==> src/rtl/mips_pkg.sv <==
// Shared definitions for the MIPS fetch slice:
// instruction field positions, default reset PC and fetch states.
package mips_pkg;

   localparam int OPC_HI   = 31;
   localparam int OPC_LO   = 26;
   localparam int FUNCT_HI = 5;
   localparam int FUNCT_LO = 0;
   localparam int IMM_HI   = 15;
   localparam int IMM_LO   = 0;
   localparam int JIDX_HI  = 25;
   localparam int JIDX_LO  = 0;

   localparam logic [31:0] DEF_RESET_PC = 32'h0000_3000;

   typedef enum logic [1:0] {
      ST_RESET,
      ST_FETCH,
      ST_ISSUE
   } fetch_state_t;

endpackage

==> src/rtl/instr_fetch_npc.sv <==
// Next-PC selection: jump target, taken branch or sequential,
// in that priority order. Purely combinational.
module npc
   import mips_pkg::*;
(
   input  logic [31:0] pc_plus4,
   input  logic [31:0] instr,
   input  logic        jump,
   input  logic        branch,
   input  logic        zero,
   output logic [31:0] next_pc
);

   logic [31:0] boff;
   logic [31:0] btgt;
   logic [31:0] jtgt;
   logic [31:0] sel;
   logic        unused_bits;

   assign boff = {{14{instr[IMM_HI]}},
                  instr[IMM_HI:IMM_LO], 2'b00};
   assign btgt = pc_plus4 + boff;
   assign jtgt = {pc_plus4[31:28],
                  instr[JIDX_HI:JIDX_LO], 2'b00};

   always_comb begin
      sel = pc_plus4;
      priority case (1'b1)
         jump:          sel = jtgt;
         branch & zero: sel = btgt;
         default:       sel = pc_plus4;
      endcase
   end

   assign next_pc = {sel[31:2], 2'b00};

   assign unused_bits = ^{instr[31:26], sel[1:0]};

endmodule

==> src/rtl/instr_fetch.sv <==
// Fetch stage: holds PC, fetches over req/ack memory, presents
// the registered instruction to the decoder, retires on exec_done.
module instr_fetch
   import mips_pkg::*;
#(
   parameter logic [31:0] RESET_PC = DEF_RESET_PC,
   parameter int          CNT_W    = 32
) (
   input  logic             clk,
   input  logic             rst_n,
   output logic             imem_req,
   output logic [31:0]      imem_addr,
   input  logic             imem_ack,
   input  logic [31:0]      imem_rdata,
   output logic [31:0]      instr,
   output logic [5:0]       opcode,
   output logic [5:0]       funct,
   output logic [15:0]      imm16,
   output logic             instr_valid,
   output logic [31:0]      pc,
   output logic [31:0]      pc_plus4,
   input  logic             jump,
   input  logic             branch,
   input  logic             zero,
   input  logic             exec_done,
   output logic [CNT_W-1:0] retired
);

   localparam logic [31:0] PC0 = {RESET_PC[31:2], 2'b00};

   fetch_state_t state;
   logic [31:0]  next_pc;

   assign imem_addr = pc;
   assign pc_plus4  = pc + 32'd4;
   assign opcode    = instr[OPC_HI:OPC_LO];
   assign funct     = instr[FUNCT_HI:FUNCT_LO];
   assign imm16     = instr[IMM_HI:IMM_LO];

   npc u_npc (
      .pc_plus4 (pc_plus4),
      .instr    (instr),
      .jump     (jump),
      .branch   (branch),
      .zero     (zero),
      .next_pc  (next_pc)
   );

   always_ff @(posedge clk) begin
      if (!rst_n) begin
         state       <= ST_RESET;
         pc          <= PC0;
         instr       <= '0;
         instr_valid <= 1'b0;
         imem_req    <= 1'b0;
         retired     <= '0;
      end else begin
         unique case (state)
            ST_RESET: begin
               state    <= ST_FETCH;
               imem_req <= 1'b1;
            end
            ST_FETCH: begin
               if (imem_ack) begin
                  instr       <= imem_rdata;
                  state       <= ST_ISSUE;
                  imem_req    <= 1'b0;
                  instr_valid <= 1'b1;
               end
            end
            ST_ISSUE: begin
               if (exec_done) begin
                  pc          <= next_pc;
                  retired     <= retired + CNT_W'(1);
                  state       <= ST_FETCH;
                  imem_req    <= 1'b1;
                  instr_valid <= 1'b0;
               end
            end
            default: begin
               state       <= ST_RESET;
               imem_req    <= 1'b0;
               instr_valid <= 1'b0;
            end
         endcase
      end
   end

endmodule

==> config.mk <==
export PLATFORM = sky130hd
export DESIGN_NAME = instr_fetch
export DESIGN_NICKNAME = d
export VERILOG_FILES = /design/src/rtl/mips_pkg.sv /design/src/rtl/instr_fetch_npc.sv /design/src/rtl/instr_fetch.sv
export SDC_FILE = /design/constraint.sdc
export NUM_CORES = 1
export LEC_CHECK = 0
export ABC_AREA = 1
export CAP_MARGIN = 20
export CORE_ASPECT_RATIO = 1.5
export CORE_UTILIZATION = 50
export CTS_CLUSTER_DIAMETER = 150
export DETAILED_ROUTE_END_ITERATION = 8
export DONT_BUFFER_PORTS = 1
export SLEW_MARGIN = 0
export SYNTH_ARGS = -nofsm -noshare
export SYNTH_HDL_FRONTEND = slang
export SYNTH_SLANG_ARGS = --single-unit
==> constraint.sdc <==
create_clock -name clk -period 3.7 [get_ports clk]
set_clock_uncertainty 0.1 [all_clocks]
set_input_delay 0.555 -clock clk [delete_from_list [all_inputs] [get_ports clk]]
set_output_delay 0.555 -clock clk [all_outputs]
set_load 0.005 [all_outputs]
Word level (Yosys, flattened, before mapping)
Index checks and enable logic that the tools add are counted.
{"block": "totals", "register_bits": 98, "in_bits": 39, "word_cells": 31}
{"block": "classes", "add_sub_neg": 3, "n_eq_ne": 4, "mux": 11, "bitwise_logic": 2, "n_reduce_logical": 5}
{"operator": "$mux 32", "n": 2}
{"operator": "$add 32x1->32 const B", "n": 1}
{"operator": "$add 32x3->32 const B", "n": 1}
{"operator": "$add 32x32->32", "n": 1}
{"operator": "$pmux 1 s3", "n": 2}
{"operator": "$pmux 2 s3", "n": 1}
{"operator": "$reduce_and 2->1", "n": 3}
{"operator": "$mux 1", "n": 4}
{"operator": "$mux 2", "n": 2}
{"operator": "$ne 2x2->1 const B", "n": 2}
{"operator": "$reduce_and 3->1", "n": 1}
{"operator": "$eq 2x1->1 const B", "n": 1}
{"operator": "$eq 2x2->1 const B", "n": 1}
{"operator": "$logic_not 2->1", "n": 1}
{"operator": "$and 1x1->1", "n": 1}
{"operator": "$not 1->1", "n": 1}

Depth between registers and ports, before layout
Gate-level depths: netlist of the first run.
{"block": "depth", "word_depth": 4, "mapped_depth": 22}

Cells and area by module
A second synthesis of the first run with hierarchy kept.
{"block": "unflattened", "cells_unflattened": 1317, "area_unflattened_um2": 7890.1}
{"mod": "instr_fetch", "n_inst": 1, "cells_per_inst": 751, "area_each_um2": 5153.7, "seq_area_each_um2": 1981.9}
{"mod": "npc", "n_inst": 1, "cells_per_inst": 566, "area_each_um2": 2736.4, "seq_area_each_um2": 0.0}

Worst setup path before layout of the first run
No wires, ideal clock.
{"block": "synth_path", "path_kind": "flip-flop to flip-flop", "startpoint": "register pc[2], in the netlist imem_addr[2]", "endpoint": "register pc[26], in the netlist imem_addr[26]", "setup_time_ns": 0.132, "arrival_ns": 2.715, "required_time_ns": 3.468, "setup_slack_ns": 0.752, "path_stages_with_launch": 20, "cell_sequence": "dfxtp_1 -> ha_1 -> nand3_2 -> nor3_4 -> nand4_2 -> nor2_1 -> nand3_1 -> and2_1 -> ha_1 -> nand2_1 -> nor2_1 -> nand2_1 -> nor2_1 -> nand2_1 -> nand3_1 -> nand2_1 -> nand3_1 -> nand2_1 -> nand2_1 -> a21oi_1"}
{"block": "synth_between", "elab_chain_cells": 4}
{"element": "from (decl)", "line": "instr_fetch.sv:20", "text": "output logic [31:0] pc,"}
{"element": "from (signal assigned)", "line": "instr_fetch.sv:73", "text": "pc <= next_pc;"}
{"element": "$add 32x3->32", "line": "instr_fetch.sv:35", "text": "assign pc_plus4 = pc + 32'd4;"}
{"element": "net pc_plus4[24]", "line": "instr_fetch.sv:21", "text": "output logic [31:0] pc_plus4,"}
{"element": "$add 32x32->32", "line": "instr_fetch_npc.sv:22", "text": "assign btgt = pc_plus4 + boff;"}
{"element": "$mux 32 (2 in series)", "line": "instr_fetch_npc.sv:28", "text": "priority case (1'b1)"}
The timed path passes the listed nets, and every way through them passes these cells.
A chain may end at the register's enable or synchronous reset.

Worst setup path in the final report of the first run
{"block": "layout_path", "startpoint": "register pc[13], in the netlist imem_addr[13]", "endpoint": "register pc[21], in the netlist imem_addr[21]"}
The elaborated chain is that of the path after synthesis.

==> flow_summary.toml, run 1 <==
[worst_setup_path]
critical_path_class = "reg -> reg"
max_stage_delay_ps = 430
crit_family = "simple AND/OR/NAND/NOR gates"
arrival_ps = 3470
critPathBufInv = 2
cp_common_cell = "nand2_1"
path_cells = "nand2_1 -> nor2_1 -> nand4_1 -> nor2_1 -> nand2_1 -> xor2_1 -> inv_1 -> ha_1 -> nand2_1 -> inv_1 -> nand2_1 -> nor2_2 -> nand3_1 -> nand3_1 -> nand2_1 -> nand3_1 -> nand3_1 -> nand2_1 -> a21oi_1"
endpoint_kind = "flip-flop"
startpoint_type = "flip-flop"
reg2reg_from = "imem_addr[13]"
timing.critical_path.from = "imem_addr[13]"
slowest_stage = "dfxtp_2"
path_max_fanout = 6
cp.required_ps = 3820

[power]
peakVddDrop_mv = 0.2532
switching_share = 0.3070
switchingPower_mw = 0.7327
leakagePower_nw = 3.749
share_comb_of_total_power = 0.124
powerDensity_nw_per_um2 = 290.0
p_seq_frac = 0.480
internal-power_mw = 1.654
clock_power_share = 0.397

[floorplan]
dieArea_um2 = 16310
fp.coreArea_um2 = 15280
fp.dieW_um = 104.6
start_util = 0.5168
die_h_um = 155.9
rows = 55
io_pins = 229

[route]
first_iter_violations = 491
vias = 8077
post-route-drc-count = 0
wl_per_cell_um = 19.02
first_pass_iters = 5
detail-route-antenna-nets = 0
wirelength_um = 27420
via_per_inst = 5.601

[final_layout]
regArea_um2 = 1947
final_layout_size_suffix_gt1_frac = 0.08930
diodes = 0
fillers = 1621
fin_util = 0.5387
stdcell_area_um2 = 8229
fin_cells = 1442
nNetsFinal = 1315
multiInputGateArea_um2 = 4835
area_growth_pct = 4.231

[timing]
setup_tns_ps = 0
rsz0062_at_grt = "false"
hold_viol_final = 0
max_freq_ghz = 0.2982
fin_crit_ps = 3354
setup_slack_ps = 346.0
finalCritPeriodShare = 0.9065
tightest_slew_ps = 792.6
slew_viol_final = 0
finalSetupViolCount = 0
maxSlewHeadroom = 0.4696

[placement]
preCtsSetupSlack_ps = 119.1
placed_area_um2 = 7918
gp_congestion = 0.9260
place_inst = 1426
dpl.hpwl_um = 21960
numPortBuffers = 0

[yosys]
netlist_area_um2 = 7895
synth_compound_area_frac = 0.1418
ys_warn_count = 0
synth.top_cell.area_share = 0.2460
ys_seq_elements = 97
synthMuxAreaShare = 0
seq_area_frac_synth = 0.2460
synth.most_common_cell = "nand2_1"
synthSimpleGateAreaFrac = 0.3729
synth_edf_count = 0
ys.flop_type = "dfxtp_1"
ys_async_sr_fraction = 0
synth-xor-area-share = 0.03217
synth.distinct_cells = 52
synthTopCellsByArea = "dfxtp_1, nand2_1, nor2_1"
synth_top_area_cell = "dfxtp_1"
synthCells = 1269
synth_common_cells = "nand2_1, nor2_1, inv_1, dfxtp_1, a21oi_1"
synthAdderAreaFrac = 0.06117
synth_top_family_by_area = "simple AND/OR/NAND/NOR gates"
avgSynthCellArea_um2 = 6.221

[grt]
grt_pass1_wl_um = 42660
grt_pass1_vias = 7951
grt_max_degree = 57
antenna_found_initial = 0
track_usage = 0.3386
grt_overflow = 0

[clocking]
root_buffer = "clkbuf_16"
cts_setup_buffers = 0
clkTransAtPathRegs_ps = 80
cts.sinks = 97
cts_made_buffers = 9
cts_hold_buf = 0
clk_latency_ps = 350
cts_resized = 0
cts_tree = "done"
cts_max_path_buffers = 2
htree_levels = 3

[worst_hold_path]
min-delay-start = "rst_n"
holdCritPathClass = "in -> reg"

[outcome]
status = "complete, no violations"

[job]
maxCapViolations = 0
-- final timing paths --
kind | endpoint | slack [ps] | cells past startpoint
worst min-delay path | state[0] | 230 | 2
worst max register to register | imem_addr[21] | 350 | 19
worst min register to register | retired[13] | 420 | 2
worst max-delay path | imem_addr[21] | 350 | 19
-- registers in the layout, indices dropped and copies added (netlist names) --
name	cells
instr_valid	1
instr	32
retired	32
imem_addr	30
state	2
-- placed cells by master, fill, tap and decap left out, types with 5 or more instances in the layout --
cell type | netlist | routed
nor2_1 | 175 | 173
a21oi_1 | 95 | 95
buf_4 | 64 | 46
nor3_4 | 4 | 5
dfxtp_1 | 97 | 93
nor4_1 | 5 | 5
o221ai_1 | 5 | 5
nand3_1 | 83 | 83
nor3_1 | 25 | 25
o21bai_1 | 8 | 8
clkbuf_16 | 0 | 9
nor2_2 | 6 | 8
ha_1 | 37 | 37
nand4_1 | 17 | 17
nand2_1 | 295 | 295
xnor2_1 | 10 | 10
inv_1 | 144 | 144
nand2_2 | 8 | 8
xor2_1 | 19 | 19
conb_1 | 1 | 6
o21ai_0 | 81 | 81
-- worst register-to-register path, delay by kind of cell (launching register included) --
kind / cells / cell delay (ps)
DFF: 1 / 430
buffers and inverters: 2 / 240
and+or+nand+nor: 14 / 1780
xor gates and xnor gates: 1 / 240
adders and majority gates: 1 / 400
AOI/OAI and AO/OA: 1 / 60
-- logic make-up (layout without fill, tap and decap cells) --
group / count (synthesis) / in the layout
XOR/XNOR: 29 / 29
adder cells (fa/ha/maj): 38 / 38
flip-flops: 97 / 97
buffers and inverters: 241 / 210
AO/OA/AOI/OAI: 208 / 208
AND/OR/NAND/NOR: 655 / 655
other: 1 / 6
-- layout make-up --
type | count | share of cell area
repair buffers | 46 | 0.04196
inverters | 148 | 0.06751
flip-flops and latches | 97 | 0.2366
well taps | 199 | 0.03026
clock inverters | 7 | 0.008819
clock buffers | 9 | 0.02737
multi-input cells | 936 | 0.5875
-- stage by stage --
step                total power, mW  hold slack (ps)
detailed placement            1.460            414.9
floorplan                     1.398            371.3
finish                        2.387            225.7
CTS                           2.399            214.4
global placement              1.458            402.0
global route                  2.475            232.4
-- metal layers --
metal  global-route usage  wire length, um  vias to the layer above
li1                     -                -                     3997
met1               0.3623            10290                     3721
met2               0.6282            14080                      299
met3              0.07143             1937                       60
met4               0.1630             1117                        0
met5                    0                0                        -
-- power groups by stage --
stage / registers (mW) / logic (mW) / clock network (mW)
2_1_floorplan: 1.14 / 0.254 / 0
3_3_place_gp: 1.17 / 0.290 / 0
3_5_place_dp: 1.17 / 0.292 / 0
4_1_cts: 1.14 / 0.294 / 0.962
5_1_grt: 1.15 / 0.333 / 0.993
6_report: 1.14 / 0.296 / 0.946
No activity file was read; power rests on OpenSTA's default activity.
==> run 2: changes to the inputs <==
ABC_CLOCK_PERIOD_IN_PS = 3700   (was not set)
==> results of run 2 <==
Final layout, timing and power as in run 1 (identical DEF).
==> run 3: changes to the inputs <==
CORE_UTILIZATION = 60   (was 50)
PLACE_DENSITY = 0.76   (was not set)
SYNTH_HIERARCHICAL = 1   (was not set)
==> run 3 against run 2 <==
Against the previous run:
- register-to-register slack lost 110 ps
- fmax down 3.3%
- sequential power is essentially flat
- critical endpoint is now imem_addr[27]
- synthesized cell count grew 3.8%
- critical path type unchanged
==> flow_summary.toml, run 3 <==
[route]
via_per_inst = 5.696
first_iter_violations = 640
first_pass_iters = 6
wl_per_cell_um = 17.48
wirelength_um = 25100
vias = 8179
detail-route-antenna-nets = 0
post-route-drc-count = 0

[floorplan]
start_util = 0.6121
io_pins = 229
dieArea_um2 = 13620
fp.dieW_um = 95.63
fp.coreArea_um2 = 12890
rows = 51
die_h_um = 142.4

[final_layout]
final_layout_size_suffix_gt1_frac = 0.09710
fin_cells = 1436
nNetsFinal = 1343
layout_common_cells = "nand2_1, nor2_1, inv_1"
layout_commonest_cell = "nand2_1"
diodes = 0
area_growth_pct = 4.408

[worst_setup_path]
endpoint_kind = "flip-flop"
cp.required_ps = 3820
path_max_fanout = 5
reg2reg_slack_ps = 230
slowest_stage = "dfxtp_1"
startpoint_type = "flip-flop"
rr_worst_depth = 23
critical_path_class = "reg -> reg"
cp_common_cell = "nand2_1"
path_cells = "ha_1 -> nand2_1 -> inv_1 -> nand3_2 -> nor2_4 -> nand2_1 -> nor2_1 -> xor2_1 -> ha_1 -> nand2_1 -> inv_1 -> nand2_1 -> nand2_1 -> inv_1 -> nand2_1 -> a21oi_2 -> nand2_1 -> nand2_1 -> nand3_1 -> nand2_1 -> nand2_1 -> o21ai_0 -> a21oi_1"
max_stage_delay_ps = 390
timing.rr.end = "imem_addr[27]"
reg2reg_from = "imem_addr[3]"
arrival_ps = 3580

[power]
powerDensity_nw_per_um2 = 303.4
peakVddDrop_mv = 0.2089
leakagePower_nw = 3.803

[timing]
max_freq_ghz = 0.2883
tightest_slew_ps = 918.9
rsz0062_at_grt = "true"
fin_crit_ps = 3468
setup_tns_ps = 0
finalSetupViolCount = 0
slew_viol_final = 0
holdWs_ps = 192.8
hold_viol_final = 0
finalCritPeriodShare = 0.9374
maxSlewHeadroom = 0.3836

[clocking]
cts_hold_buf = 0
cts_tree = "done"
cts.sinks = 99
htree_levels = 3
root_buffer = "clkbuf_16"
clk_latency_ps = 350
clkTransAtPathRegs_ps = 80
cts_made_buffers = 9
cts_max_path_buffers = 2

[outcome]
status = "complete, no violations"

[yosys]
ys_seq_elements = 99
synthCells = 1317
synth.distinct_cells = 40
synth.top_cell.area_share = 0.2512
avgSynthCellArea_um2 = 5.991
ys_warn_count = 6
synth_top_area_cell = "dfxtp_1"
ys_async_sr_fraction = 0
synth_common_cells = "nand2_1, nor2_1, inv_1, dfxtp_1, o21ai_0"
seq_area_frac_synth = 0.2512
synth.most_common_cell = "nand2_1"
netlist_area_um2 = 7890
ys.flop_type = "dfxtp_1"
synth_edf_count = 0
synthTopCellsByArea = "dfxtp_1, nand2_1, nor2_1"

[job]
maxCapViolations = 0

[grt]
grt_pass1_vias = 7555
grt_overflow = 0
track_usage = 0.3647
grt_max_degree = 82
grt_pass1_wl_um = 37890
antenna_found_initial = 0

[worst_hold_path]
hold_path_depth = 1
holdCritPathClass = "in -> reg"
min-delay-start = "rst_n"
min_to = "imem_addr[13]"

[placement]
dpl.hpwl_um = 19130
gp_congestion = 1.005
numPortBuffers = 0
place_inst = 1417
run 3: cell count changes after synthesis, moves of 12 or more:
cell / change
o21ai_0: +12
nor2_1: +38
a21oi_1: -22
nand3_1: -14
nand2_1: +52
xor2_1: +13
run 3: cells by family (layout without fill, tap and decap cells):
logic type / after synthesis / count (layout) / share of synthesized area
adders and majority gates: 32 / 32 / 0.05170
AOI/OAI and AO/OA: 191 / 191 / 0.1272
xor gates and xnor gates: 34 / 34 / 0.03774
other: 1 / 2 / 0.0004753
and+or+nand+nor: 705 / 705 / 0.3782
DFF: 99 / 99 / 0.2512
buffers and inverters: 255 / 214 / 0.1535
run 3: critical path: cells and delay by family (launching register included):
kind / cells / cell delay [ps]
simple gates: 14 / 1520
buf+inv: 3 / 210
flops: 1 / 390
compound gates: 3 / 410
fa+ha+maj: 2 / 500
xor+xnor: 1 / 200
run 3: what timing repair did:
item                                   in CTS  in global routing
buffers inserted                            0                  2
gates resized for setup                     0                 25
setup endpoints to repair                   0                 13
endpoints found under the hold margin       0                  0
run 3: area by class of cell:
class	count	area, um2
Fill cell	1310	4652
Timing Repair Buffer	40	320.3
Inverter	158	593.1
Clock buffer	9	225.2
Clock inverter	7	95.09
Multi-Input combinational cell	964	4821
Tap cell	159	198.9
Sequential cell	99	1984
run 3: metal layers:
metal / up-vias / part of all wire / GRT usage / routed length, um
li1: 4001 / - / - / -
met1: 3733 / 0.37 / 0.3957 / 9228
met2: 371 / 0.50 / 0.6474 / 12520
met3: 74 / 0.088 / 0.09028 / 2197
met4: 0 / 0.046 / 0.1760 / 1147
met5: - / 0 / 0 / 0
run 3: through the flow:
| stage | util | setup WS (ps) | instance area, um2 | power [mW] |
|---|---|---|---|---|
| floorplan | - | 711.7 | 7894 | 1.455 |
| global placement | 0.6016 | 160.6 | 7755 | 1.493 |
| detailed placement | 0.6016 | 122.4 | 7755 | 1.499 |
| CTS | 0.6265 | 80.81 | 8075 | 2.488 |
| global route | 0.6391 | -95.99 | 8238 | 2.587 |
| finish | 0.6391 | 231.5 | 8238 | 2.499 |
run 3: worst max-delay path by stage:
stage,end,startpoint,depth (start not counted)
floorplan,imem_addr[31],imem_addr[3],23
global placement,imem_addr[30],imem_addr[3],20
detailed placement,imem_addr[30],imem_addr[3],20
CTS,imem_addr[30],imem_addr[3],20
global route,imem_addr[30],imem_addr[17],20
finish,imem_addr[27],imem_addr[3],23
run 3: power breakdown:
part / total [mW] / leakage, nW / internal [mW] / switching [mW]
sequential: 1.17 / 0.804 / 1.10 / 0.0639
clock: 1.01 / 0.156 / 0.544 / 0.464
combinational: 0.326 / 2.84 / 0.116 / 0.210
